===== config.mk =====
export PLATFORM = sky130hd
export DESIGN_NAME = softmax_max_sub
export DESIGN_NICKNAME = d
export VERILOG_FILES = /design/src/rtl/softmax_max_sub.sv
export SDC_FILE = /design/constraint.sdc
export NUM_CORES = 1
export LEC_CHECK = 0
export ABC_AREA = 1
export CAP_MARGIN = 20
export CORE_UTILIZATION = 59
export CTS_CLUSTER_SIZE = 10
export DETAILED_ROUTE_END_ITERATION = 10
export PLACE_DENSITY = 0.85
export SLEW_MARGIN = 30
export SYNTH_ARGS = -nofsm -noshare
export SYNTH_HDL_FRONTEND = slang
export SYNTH_SLANG_ARGS = --single-unit

===== constraint.sdc =====
create_clock -name clk -period 4.7 [get_ports clk]
set_input_delay 0.94 -clock clk [delete_from_list [all_inputs] [get_ports clk]]
set_output_delay 0.94 -clock clk [all_outputs]
set_load 0.01 [all_outputs]

===== src/rtl/softmax_max_sub.sv =====
// softmax_max_sub: buffers one vector, tracks its signed maximum, then streams
// each element minus that maximum (saturated) so every downstream value is <= 0.
// max_set pulses with the final maximum on max_out in the first output cycle.
module softmax_max_sub #(
  parameter int DATA_WIDTH = 16,
  parameter int VEC_LEN    = 8
) (
  input  logic                         clk,
  input  logic                         rst_n,
  input  logic                         soft_clr,
  input  logic                         in_valid,
  output logic                         in_ready,
  input  logic signed [DATA_WIDTH-1:0] in_data,
  output logic                         out_valid,
  input  logic                         out_ready,
  output logic signed [DATA_WIDTH-1:0] out_data,
  output logic                         out_last,
  output logic signed [DATA_WIDTH-1:0] max_out,
  output logic                         max_set
);

  localparam int IW = (VEC_LEN > 1) ? $clog2(VEC_LEN) : 1;
  localparam logic [IW-1:0] LAST_IDX = IW'(VEC_LEN - 1);
  localparam logic signed [DATA_WIDTH-1:0] SAT_MIN = {1'b1, {(DATA_WIDTH-1){1'b0}}};
  localparam logic signed [DATA_WIDTH-1:0] SAT_MAX = {1'b0, {(DATA_WIDTH-1){1'b1}}};

  typedef enum logic {LOAD = 1'b0, DRAIN = 1'b1} state_t;

  state_t                         r_state, w_state_nxt;
  logic [IW-1:0]                  r_wr_cnt, r_rd_cnt;
  logic signed [DATA_WIDTH-1:0]   r_max;
  logic                           r_max_set;
  logic signed [DATA_WIDTH-1:0]   r_buf [VEC_LEN];
  logic                           w_in_acc, w_out_acc, w_in_last;
  logic signed [DATA_WIDTH-1:0]   w_rd_elem;
  logic signed [DATA_WIDTH:0]     w_diff;

  // State register
  always_ff @(posedge clk or negedge rst_n) begin
    if (!rst_n) r_state <= LOAD;
    else        r_state <= w_state_nxt;
  end

  // Next state and handshakes; a handshake coinciding with soft_clr is dropped
  always_comb begin
    w_state_nxt = r_state;
    in_ready    = 1'b0;
    out_valid   = 1'b0;
    w_in_acc    = 1'b0;
    w_out_acc   = 1'b0;
    unique case (r_state)
      LOAD: begin
        in_ready = 1'b1;
        w_in_acc = in_valid && !soft_clr;
        if (w_in_acc && (r_wr_cnt == LAST_IDX)) w_state_nxt = DRAIN;
      end
      DRAIN: begin
        out_valid = 1'b1;
        w_out_acc = out_ready && !soft_clr;
        if (w_out_acc && (r_rd_cnt == LAST_IDX)) w_state_nxt = LOAD;
      end
      default: w_state_nxt = LOAD;
    endcase
    if (soft_clr) w_state_nxt = LOAD;
  end

  assign w_in_last = w_in_acc && (r_wr_cnt == LAST_IDX);

  // Write/read counters, wrapping at the vector end
  always_ff @(posedge clk or negedge rst_n) begin
    if (!rst_n) begin
      r_wr_cnt <= '0;
      r_rd_cnt <= '0;
    end else if (soft_clr) begin
      r_wr_cnt <= '0;
      r_rd_cnt <= '0;
    end else begin
      if (w_in_acc)  r_wr_cnt <= (r_wr_cnt == LAST_IDX) ? '0 : r_wr_cnt + 1'b1;
      if (w_out_acc) r_rd_cnt <= (r_rd_cnt == LAST_IDX) ? '0 : r_rd_cnt + 1'b1;
    end
  end

  // Running max: first element loads, later ones only if strictly greater (ties keep r_max quiet)
  always_ff @(posedge clk or negedge rst_n) begin
    if (!rst_n) begin
      r_max     <= '0;
      r_max_set <= 1'b0;
    end else begin
      r_max_set <= w_in_last;
      if (w_in_acc && ((r_wr_cnt == '0) || (in_data > r_max))) r_max <= in_data;
    end
  end

  // Element buffer; contents are don't-care until written, so no reset
  always_ff @(posedge clk) begin
    if (w_in_acc) r_buf[r_wr_cnt] <= in_data;
  end

  // Difference in DATA_WIDTH+1 bits, clamped back to DATA_WIDTH
  always_comb begin
    w_rd_elem = r_buf[r_rd_cnt];
    w_diff    = {w_rd_elem[DATA_WIDTH-1], w_rd_elem} - {r_max[DATA_WIDTH-1], r_max};
    if (w_diff[DATA_WIDTH] != w_diff[DATA_WIDTH-1])
      out_data = w_diff[DATA_WIDTH] ? SAT_MIN : SAT_MAX;
    else
      out_data = w_diff[DATA_WIDTH-1:0];
  end

  assign out_last = (r_state == DRAIN) && (r_rd_cnt == LAST_IDX);
  assign max_out  = r_max;
  assign max_set  = r_max_set;

endmodule


==> qor.yml, run 1 <==
global_route:
  grt_pass1_wl_um: 29700
  antenna_found_initial: 0
  grt_pass1_vias: 5745
  gr-usage-met2: 0.538
  groute.usage.overall: 0.311
  overflow: 0
  grt_use_met1: 0.383
  grt_max_degree: 34
  grt.met3_usage: 0.0630
  grt.busiest_layer: "met2"
run:
  cap_violations: 0
critical_path:
  critPathMaxFanout: 14
  path_class: "reg2out"
  arrival_ns: 3.82
  cp-start-kind: "flip-flop"
  endpoint_kind: "output pin"
  crit_required_ns: 3.76
floorplan:
  core_um2: 12100
  initial_core_util: 0.613
  die_height_um: 114
  boundaryPins: 57
  die_width_um: 114
  die-area_um2: 13000
  num_rows: 40
clock_tree:
  cts.htree.levels: 4
  cts_inserted_buffers: 17
  cts.sinks: 152
  clock_latency_ns: 0.42
  clkTransAtPathRegs_ns: 0.06
  cts_root_buf: "clkbuf_16"
  cts_tree: "yes"
  cts_buffer_depth: 2
finish:
  areaGrowthSynthToFinish_pct: 24.1
  layout-drive-gt1-share: 0.135
  num_antenna_cells: 0
  nNetsFinal: 869
  fin_area_um2: 9210
placement:
  place.gp.congestion: 0.977
  dp_hpwl_um: 11900
  place_area_um2: 8290
  port_buffers: 56
timing:
  period_share: 1.01
  max_freq_ghz: 0.210
  finalClockSkew_ns: 0.00506
  worst_slew_margin_rel: 0.462
  rsz0062_at_grt: "yes"
  fin_ws_ns: -0.0552
  setup_viol: 6
  maxSlewViolCount: 0
  hold_violations: 0
  setup_tns_ns: -0.276
  fin_crit_ns: 4.76
  holdWs_ns: 0.505
  worst_pin_slew_ns: 0.806
power:
  ir_worst_vdd_mv: 0.341
  leakage_nw: 3.76
  power_density_nw_per_um2: 598
  p_total_w: 0.00551
synth:
  ys_top_cells_by_count: "nor2_1, edfxtp_1, nand2_1, o21ai_0, inv_1"
  avgSynthCellArea_um2: 10.2
  synth.cell_area_um2: 7420
  synth_cell_types: 36
  synth_ff_type: "edfxtp_1"
  synthesis.nets: 784
  synth_area_leaders: "edfxtp_1, dfrtp_1, nor2_1"
  ys_ff_latch: 152
  ys_seq_area_frac: 0.599
  synth_edf_count: 128
  ys_warn_count: 0
  synth_top_area_frac: 0.518
  synth.most_common_cell: "nor2_1"
  synth_top_area_cell: "edfxtp_1"
  synthCells: 725
  async_reset_ff_frac: 0.158
detailed_routing:
  ant_nets: 0
  drcViolationCount: 0
  firstDrtPassIters: 7
  vias: 5882
  avgRoutedWirePerCell_um: 19.6
  drt_iter0_drc: 745
  vias_per_cell: 5.94
  drt_wl_total_um: 19500
status:
  status: "finished, violations left"
  violations: "negative setup slack"
min_path:
  hp-class: "reg2reg"
layer usage:
metal | routed length (um) | part of all wire
met1 | 7370 | 0.38
met2 | 9950 | 0.51
met3 | 1530 | 0.079
met4 | 613 | 0.031
met5 | 0 | 0
state kept, by name, indices dropped and copies added, names as in the netlist:
signal and flops:
r_state 1, max_set 1, r_rd_cnt 3, max_out 16, r_buf 128, r_wr_cnt 3
per-stage QoR:
step	utilization	cells	setup WS (ns)
after global placement	0.685	947	0.129
after detailed placement	0.685	947	0.116
after CTS	0.747	985	-0.0258
final	0.760	991	-0.0552
after floorplan	-	725	0.980
after global routing	0.760	991	-0.230
layout make-up:
class,instances,area [um2]
inverters,49,190
clock inverters,15,184
clock buffers,17,425
flip-flops and latches,152,4450
fillers,781,2900
well taps,168,210
repair buffers,94,1000
multi-input cells,496,2750
power by group:
group | switching [W] | internal, W
Sequential | 0.0000574 | 0.00153
Clock | 0.000524 | 0.000879
Combinational | 0.00140 | 0.00111
Total | 0.00198 | 0.00353
timing repair:
| item | in CTS | in global routing |
|---|---|---|
| cloned | 3 | 2 |
| resized for setup | 14 | 31 |
| setup endpoints to repair | 16 | 16 |
| setup buffers | 3 | 4 |
| pin swaps | 5 | 8 |
| hold buffers | 0 | 0 |
cells by family (layout without fill, tap and decap cells):
family / Yosys count / count (layout) / synth area share
xor+xnor: 11 / 11 / 0.0130
fa+ha+maj: 38 / 38 / 0.0651
flops: 152 / 152 / 0.599
compound gates: 140 / 140 / 0.103
simple gates: 306 / 307 / 0.176
buf+inv: 78 / 175 / 0.0439
placed cells by master, fill, tap and decap left out, types with 11 or more instances in the layout:
cell / n
clkdlybuf4s50_1: 47
a21oi_1: 16
buf_4: 29
nand2_1: 120
o21ai_0: 68
o22ai_1: 17
clkbuf_16: 19
a31oi_1: 11
nor2_1: 128
ha_1: 36
dfrtp_1: 22
nand3_1: 30
edfxtp_1: 128
inv_1: 45
worst max-delay path, stage by stage (launching register included):
cell and delay [ns]:
dfrtp_2 0.50, inv_4 0.12, buf_6 0.16, o21ai_0 0.11, o22ai_1 0.26, nor2_1 0.10, a31oi_2 0.26, fa_1 0.24
nand2_1 0.08, nand2_1 0.09, o21ai_2 0.08, o21ai_2 0.21, nand3_2 0.11, nand3_2 0.16, nand4_2 0.23, nand2_1 0.13
clkdlybuf4s50_1 0.54
final timing paths:
| kind | from | cells after the start | endpoint | slack [ns] |
|---|---|---|---|---|
| max | r_rd_cnt[0]$_DFFE_PN0P_ | 16 | out_data[8] | -0.06 |
| min | max_out[4]$_DFFE_PN0P_ | 2 | max_out[4]$_DFFE_PN0P_ | 0.51 |
| max reg2reg | max_out[15]$_DFFE_PN0P_ | 12 | max_out[7]$_DFFE_PN0P_ | 2.23 |
| min reg2reg | max_out[4]$_DFFE_PN0P_ | 2 | max_out[4]$_DFFE_PN0P_ | 0.51 |
| max in group asynchronous | rst_n | 2 | r_rd_cnt[1]$_DFFE_PN0P_ | 3.53 |
| min in group asynchronous | rst_n | 2 | max_out[4]$_DFFE_PN0P_ | 0.89 |
(Power assumes the default switching activity.)
==> run 2: changes to the inputs <==
==> constraint.sdc (replaced) <==
create_clock -name clk -period 4.7 [get_ports clk]
set_input_delay 0.94 -clock clk [delete_from_list [all_inputs] [get_ports clk]]
set_output_delay 0.94 -clock clk [all_outputs]
set_load 0.1 [all_outputs]
==> qor.yml, run 2 (synthesis results as in run 1) <==
clock_tree:
  cts_tree: "yes"  # unchanged
  cts.htree.levels: 4  # unchanged
  cts_buffer_depth: 2  # unchanged
  cts_root_buf: "clkbuf_16"  # unchanged
  clkTransAtPathRegs_ns: 0.06  # about the same
  clock_latency_ns: 0.43  # was 0.42 ns
  cts_inserted_buffers: 17  # unchanged
  cts.sinks: 152  # unchanged
floorplan:
  num_rows: 40  # unchanged
  core_um2: 12100  # unchanged
  die-area_um2: 13000  # unchanged
  die_width_um: 114  # unchanged
  boundaryPins: 57  # unchanged
  die_height_um: 114  # unchanged
  initial_core_util: 0.613  # unchanged
timing:
  period_share: 0.979  # was 1.01
  hold_violations: 0  # unchanged
  setup_viol: 0  # was 6
  finalClockSkew_ns: 0.00695  # was 0.00506 ns
  fin_ws_ns: 0.100  # was -0.0552 ns
  worst_pin_slew_ns: 0.984  # was 0.806 ns
  setup_tns_ns: 0  # was -0.276 ns
  worst_slew_margin_rel: 0.342  # was 0.462
  max_freq_ghz: 0.217  # was 0.210 GHz
  holdWs_ns: 0.506  # was 0.505 ns
  rsz0062_at_grt: "yes"  # unchanged
  maxSlewViolCount: 0  # unchanged
  fin_crit_ns: 4.60  # was 4.76 ns
finish:
  instances_no_fill: 986  # was 991
  final_common_cell: "edfxtp_1"
  largest_reg_flops: 128  # unchanged
  num_antenna_cells: 0  # unchanged
  layout-drive-gt1-share: 0.154  # was 0.135
  nNetsFinal: 864  # was 869
  top_register: "r_buf"  # unchanged
  layout_common_cells: "edfxtp_1, nor2_1, nand2_1"  # was nor2_1, edfxtp_1, nand2_1
  areaGrowthSynthToFinish_pct: 25.2  # was 24.1%
min_path:
  min_from: "max_out[11]$_DFFE_PN0P_"  # was max_out[4]$_DFFE_PN0P_
  hp-class: "reg2reg"  # unchanged
critical_path:
  slowest_delay_ns: 0.40  # was 0.54 ns
  crit_family: "simple AND/OR/NAND/NOR gates"  # was compound AO/OA/AOI/OAI gates
  cp_common_cell: "nand2_1"  # unchanged
  rr_startpoint: "max_out[15]$_DFFE_PN0P_"  # unchanged
  critPathMaxFanout: 25  # was 14
  cp_cell_sequence: "inv_2 > buf_12 > o21ai_0 > o22ai_1 > nor2_1 > a31oi_2 > ha_2 > a21o_1 > a21oi_1 > nand2_1 > nand3_2 > nand2_1 > nand2_2 > nand2_2 > nand2_8 > nand3_1 > nand2_1 > buf_12"  # was inv_4 > buf_6 > o21ai_0 > o22ai_1 > nor2_1 > a31oi_2 > fa_1 > nand2_1 > nand2_1 > o21ai_2 > o21ai_2 > nand3_2 > nand3_2 > nand4_2 > nand2_1 > clkdlybuf4s50_1
  crit_required_ns: 3.76  # about the same
  cpMaxStageDelayCell: "dfrtp_1"  # was clkdlybuf4s50_1
  path_buf_inv: 3  # unchanged
  path_class: "reg2out"  # unchanged
  arrival_ns: 3.66  # was 3.82 ns
  cp-start-kind: "flip-flop"  # unchanged
  crit_start: "r_rd_cnt[1]$_DFFE_PN0P_"  # was r_rd_cnt[0]$_DFFE_PN0P_
  endpoint_kind: "output pin"  # unchanged
global_route:
  groute.usage.overall: 0.301  # was 0.311
  overflow: 0  # unchanged
  antenna_found_initial: 0  # unchanged
  grt_max_degree: 67  # was 34
  grt_pass1_wl_um: 29100  # was 29700 um
  grt_pass1_vias: 5820  # was 5745
run:
  cap_violations: 0  # unchanged
placement:
  dp.cells: 947  # unchanged
  dpl_worst_slack_ns: 0.344  # was 0.116 ns
  place.gp.congestion: 0.990  # was 0.977
  port_buffers: 56  # unchanged
  dp_hpwl_um: 11800  # was 11900 um
detailed_routing:
  drt_iter0_drc: 569  # was 745
  firstDrtPassIters: 5  # was 7
  drt_wl_total_um: 18900  # was 19500 um
  avgRoutedWirePerCell_um: 19.2  # was 19.6 um
  vias_per_cell: 5.94  # about the same
  drcViolationCount: 0  # unchanged
  ant_nets: 0  # unchanged
  vias: 5852  # was 5882
status:
  status: "completed"  # was finished, violations left
-- run 2: cell type report --
class	count	area, um2
clock buffer	17	425
clock inverter	15	208
fill	771	2820
inverter	49	189
multi-input combinational	497	2770
sequential	152	4450
tap	168	210
timing repair buffer	88	1040
-- run 2: final timing paths --
path                                           endpoint  slack [ns]  cells past startpoint
worst max register to register  max_out[15]$_DFFE_PN0P_        2.12                     13
max in group asynchronous       r_rd_cnt[0]$_DFFE_PN0P_        3.51                      2
worst min register to register  max_out[11]$_DFFE_PN0P_        0.51                      2
worst min-delay path            max_out[11]$_DFFE_PN0P_        0.51                      2
min in group asynchronous        max_out[4]$_DFFE_PN0P_        0.90                      2
worst max-delay path                       out_data[13]        0.10                     18
-- run 2: through the flow --
step / utilization / instance area [um2]
detailed placement: 0.698 / 8450
global placement: 0.698 / 8450
global route: 0.767 / 9290
floorplan: - / 7420
CTS: 0.754 / 9130
finish: 0.767 / 9290
-- run 2: worst min-delay path, stage by stage (launching register included) --
cell	delay, ns
dfrtp_1	0.37
nand2_1	0.06
nand2_1	0.05
-- run 2: layer usage --
metal / share of wire / GRT usage
met2: 0.53 / 0.538
met3: 0.067 / 0.0609
met1: 0.38 / 0.354
met4: 0.031 / 0.126
met5: 0 / 0
-- run 2: timing repair --
action,4_1_cts,5_1_grt
resized for setup,5,26
setup endpoints to repair,15,15
gates cloned,1,3
pin swaps,0,2
hold buffers,0,0
buffers inserted,1,2
Power of run 2 is not shown: default switching activity piles up to over one toggle a cycle in this logic, so the estimate is an artifact.
==> run 3: changes to the inputs <==
CORE_UTILIZATION = 53   (was 59)
CTS_CLUSTER_DIAMETER = 40   (was default)
PLACE_DENSITY = 0.81   (was 0.85)
clock period = 3.9 ns   (was 4.7 ns; I/O delays follow)
==> qor.yml, run 3 (synthesis results as in run 1) <==
detailed_routing:
  vias: 6279  # was 5852
  vias_per_cell: 5.96  # was 5.94
  firstDrtPassIters: 5  # unchanged
  drt_iter0_drc: 682  # was 569
  drt_wl_total_um: 22200  # was 18900 um
  drcViolationCount: 0  # unchanged
  ant_nets: 0  # unchanged
  avgRoutedWirePerCell_um: 21.0  # was 19.2 um
critical_path:
  arrival_ns: 3.54  # was 3.66 ns
  crit_required_ns: 3.12  # was 3.76 ns
  r2r.worst_path.cells: 12  # was 13
  critPathMaxFanout: 12  # was 25
  path_class: "reg2out"  # unchanged
  r2r_setup_slack_ns: 1.31  # was 2.12 ns
  crit_start: "r_rd_cnt[0]$_DFFE_PN0P_"  # was r_rd_cnt[1]$_DFFE_PN0P_
  r2r-end: "max_out[14]$_DFFE_PN0P_"  # was max_out[15]$_DFFE_PN0P_
  rr_startpoint: "max_out[15]$_DFFE_PN0P_"  # unchanged
  cp-start-kind: "flip-flop"  # unchanged
  critPathCapture: "out_data[14]"  # was out_data[13]
  endpoint_kind: "output pin"  # unchanged
finish:
  layout-drive-gt1-share: 0.258  # was 0.154
  layout_common_cells: "edfxtp_1, nor2_1, nand2_1"  # unchanged
  fill_cells: 832  # was 771
  largest_reg_flops: 128  # unchanged
  fin_area_um2: 10100  # was 9290 um2
  num_antenna_cells: 0  # unchanged
  top_register: "r_buf"  # unchanged
  areaGrowthSynthToFinish_pct: 36.1  # was 25.2%
  nNetsFinal: 923  # was 864
  final_common_cell: "edfxtp_1"  # unchanged
timing:
  worst_slew_margin_rel: 0.335  # was 0.342
  rsz0062_at_grt: "yes"  # unchanged
  fin_crit_ns: 4.32
  finalClockSkew_ns: 0.00830  # was 0.00695 ns
  maxSlewViolCount: 0  # unchanged
  setup_viol: 16  # was 0
  worst_pin_slew_ns: 0.994  # was 0.984 ns
  fin_ws_ns: -0.424  # was 0.100 ns
  hold_violations: 0  # unchanged
  period_share: 1.11
  max_freq_ghz: 0.231
clock_tree:
  cts_root_buf: "clkbuf_16"  # unchanged
  clkTransAtPathRegs_ns: 0.07  # was 0.06 ns
  clock_latency_ns: 0.43  # about the same
  cts_tree: "yes"  # unchanged
  cts.htree.levels: 4  # unchanged
  cts_inserted_buffers: 17  # unchanged
  cts.hold.buffers_added: 0  # unchanged
  cts_buffer_depth: 2  # unchanged
  cts.sinks: 152  # unchanged
floorplan:
  core_um2: 13500  # was 12100 um2
  boundaryPins: 57  # unchanged
  num_rows: 42  # was 40
  initial_core_util: 0.551  # was 0.613
  die-area_um2: 14500  # was 13000 um2
  die_width_um: 120  # was 114 um
  die_height_um: 120  # was 114 um
placement:
  place_area_um2: 8910  # was 8450 um2
  place.gp.congestion: 0.867  # was 0.990
  dp_hpwl_um: 13600  # was 11800 um
  port_buffers: 56  # unchanged
global_route:
  grt_pass1_wl_um: 31800  # was 29100 um
  grt.busiest_layer: "met2"  # unchanged
  grt_max_degree: 42  # was 67
  groute.usage.overall: 0.296  # was 0.301
  grt_use_met1: 0.353  # was 0.354
  grt_pass1_vias: 6124  # was 5820
  antenna_found_initial: 0  # unchanged
  grt.met3_usage: 0.0580  # was 0.0609
  overflow: 0  # unchanged
  gr-usage-met2: 0.523  # was 0.538
status:
  status: "finished, violations left"  # was completed
  violations: "negative setup slack"
run:
  cap_violations: 0  # unchanged
min_path:
  hp-class: "reg2reg"  # unchanged
[run 3: worst min-delay path by stage]
stage / from / to / slack (ns) / cells after the start
after floorplan: rst_n / max_out[0]$_DFFE_PN0P_ / 0.48 / 0
after global placement: max_out[9]$_DFFE_PN0P_ / max_out[9]$_DFFE_PN0P_ / 0.48 / 2
after detailed placement: max_out[9]$_DFFE_PN0P_ / max_out[9]$_DFFE_PN0P_ / 0.50 / 2
after CTS: max_out[9]$_DFFE_PN0P_ / max_out[9]$_DFFE_PN0P_ / 0.51 / 2
after global routing: max_out[10]$_DFFE_PN0P_ / max_out[10]$_DFFE_PN0P_ / 0.54 / 2
final: max_out[9]$_DFFE_PN0P_ / max_out[9]$_DFFE_PN0P_ / 0.51 / 2
[run 3: layer usage]
metal,routed length (um),share of wire
met1,7960,0.36
met2,11500,0.52
met3,1810,0.082
met4,886,0.040
met5,0,0
[run 3: timing repair]
| item | CTS | global route |
|---|---|---|
| cloned | 2 | 7 |
| setup endpoints to repair | 16 | 16 |
| buffers inserted | 8 | 10 |
| endpoints found under the hold margin | 0 | 0 |
| gates resized for setup | 40 | 60 |
| pin swaps | 9 | 19 |
[run 3: through the flow]
| step | setup WS [ns] | instances | util | setup TNS (ns) | hold slack (ns) |
|---|---|---|---|---|---|
| detailed placement | -0.0168 | 994 | 0.662 | -0.0243 | 0.496 |
| global route | -0.526 | 1053 | 0.750 | -7.62 | 0.540 |
| finish | -0.424 | 1053 | 0.750 | -5.93 | 0.506 |
| CTS | -0.228 | 1036 | 0.719 | -3.19 | 0.511 |
| global placement | 0.0809 | 994 | 0.662 | 0 | 0.481 |
| floorplan | 0.0137 | 725 | - | 0 | 0.484 |
[run 3: worst max-delay path: stages (launching register included)]
cell and delay [ns]:
dfrtp_2 0.51, buf_12 0.17, clkbuf_16 0.16, o21ai_1 0.14, o22ai_1 0.09, nor2_1 0.17
a31oi_1 0.08, ha_1 0.33, buf_4 0.16, nand2_1 0.12, inv_1 0.10, nand2_1 0.07
nand2_1 0.08, a21oi_1 0.17, o21ai_1 0.13, xor2_1 0.25, nand2_1 0.13, nand2_4 0.08
buf_12 0.17
[run 3: layout make-up]
| cell class | instances | area [um2] | share of cell area |
|---|---|---|---|
| inverter | 49 | 193 | 0.0191 |
| clock inverter | 12 | 93.8 | 0.00930 |
| sequential | 152 | 4450 | 0.440 |
| clock buffer | 20 | 437 | 0.0433 |
| timing repair buffer | 148 | 1670 | 0.166 |
| multi-input combinational | 496 | 3030 | 0.300 |
| tap | 176 | 220 | 0.0218 |
Power of run 3 is left out for the same reason.
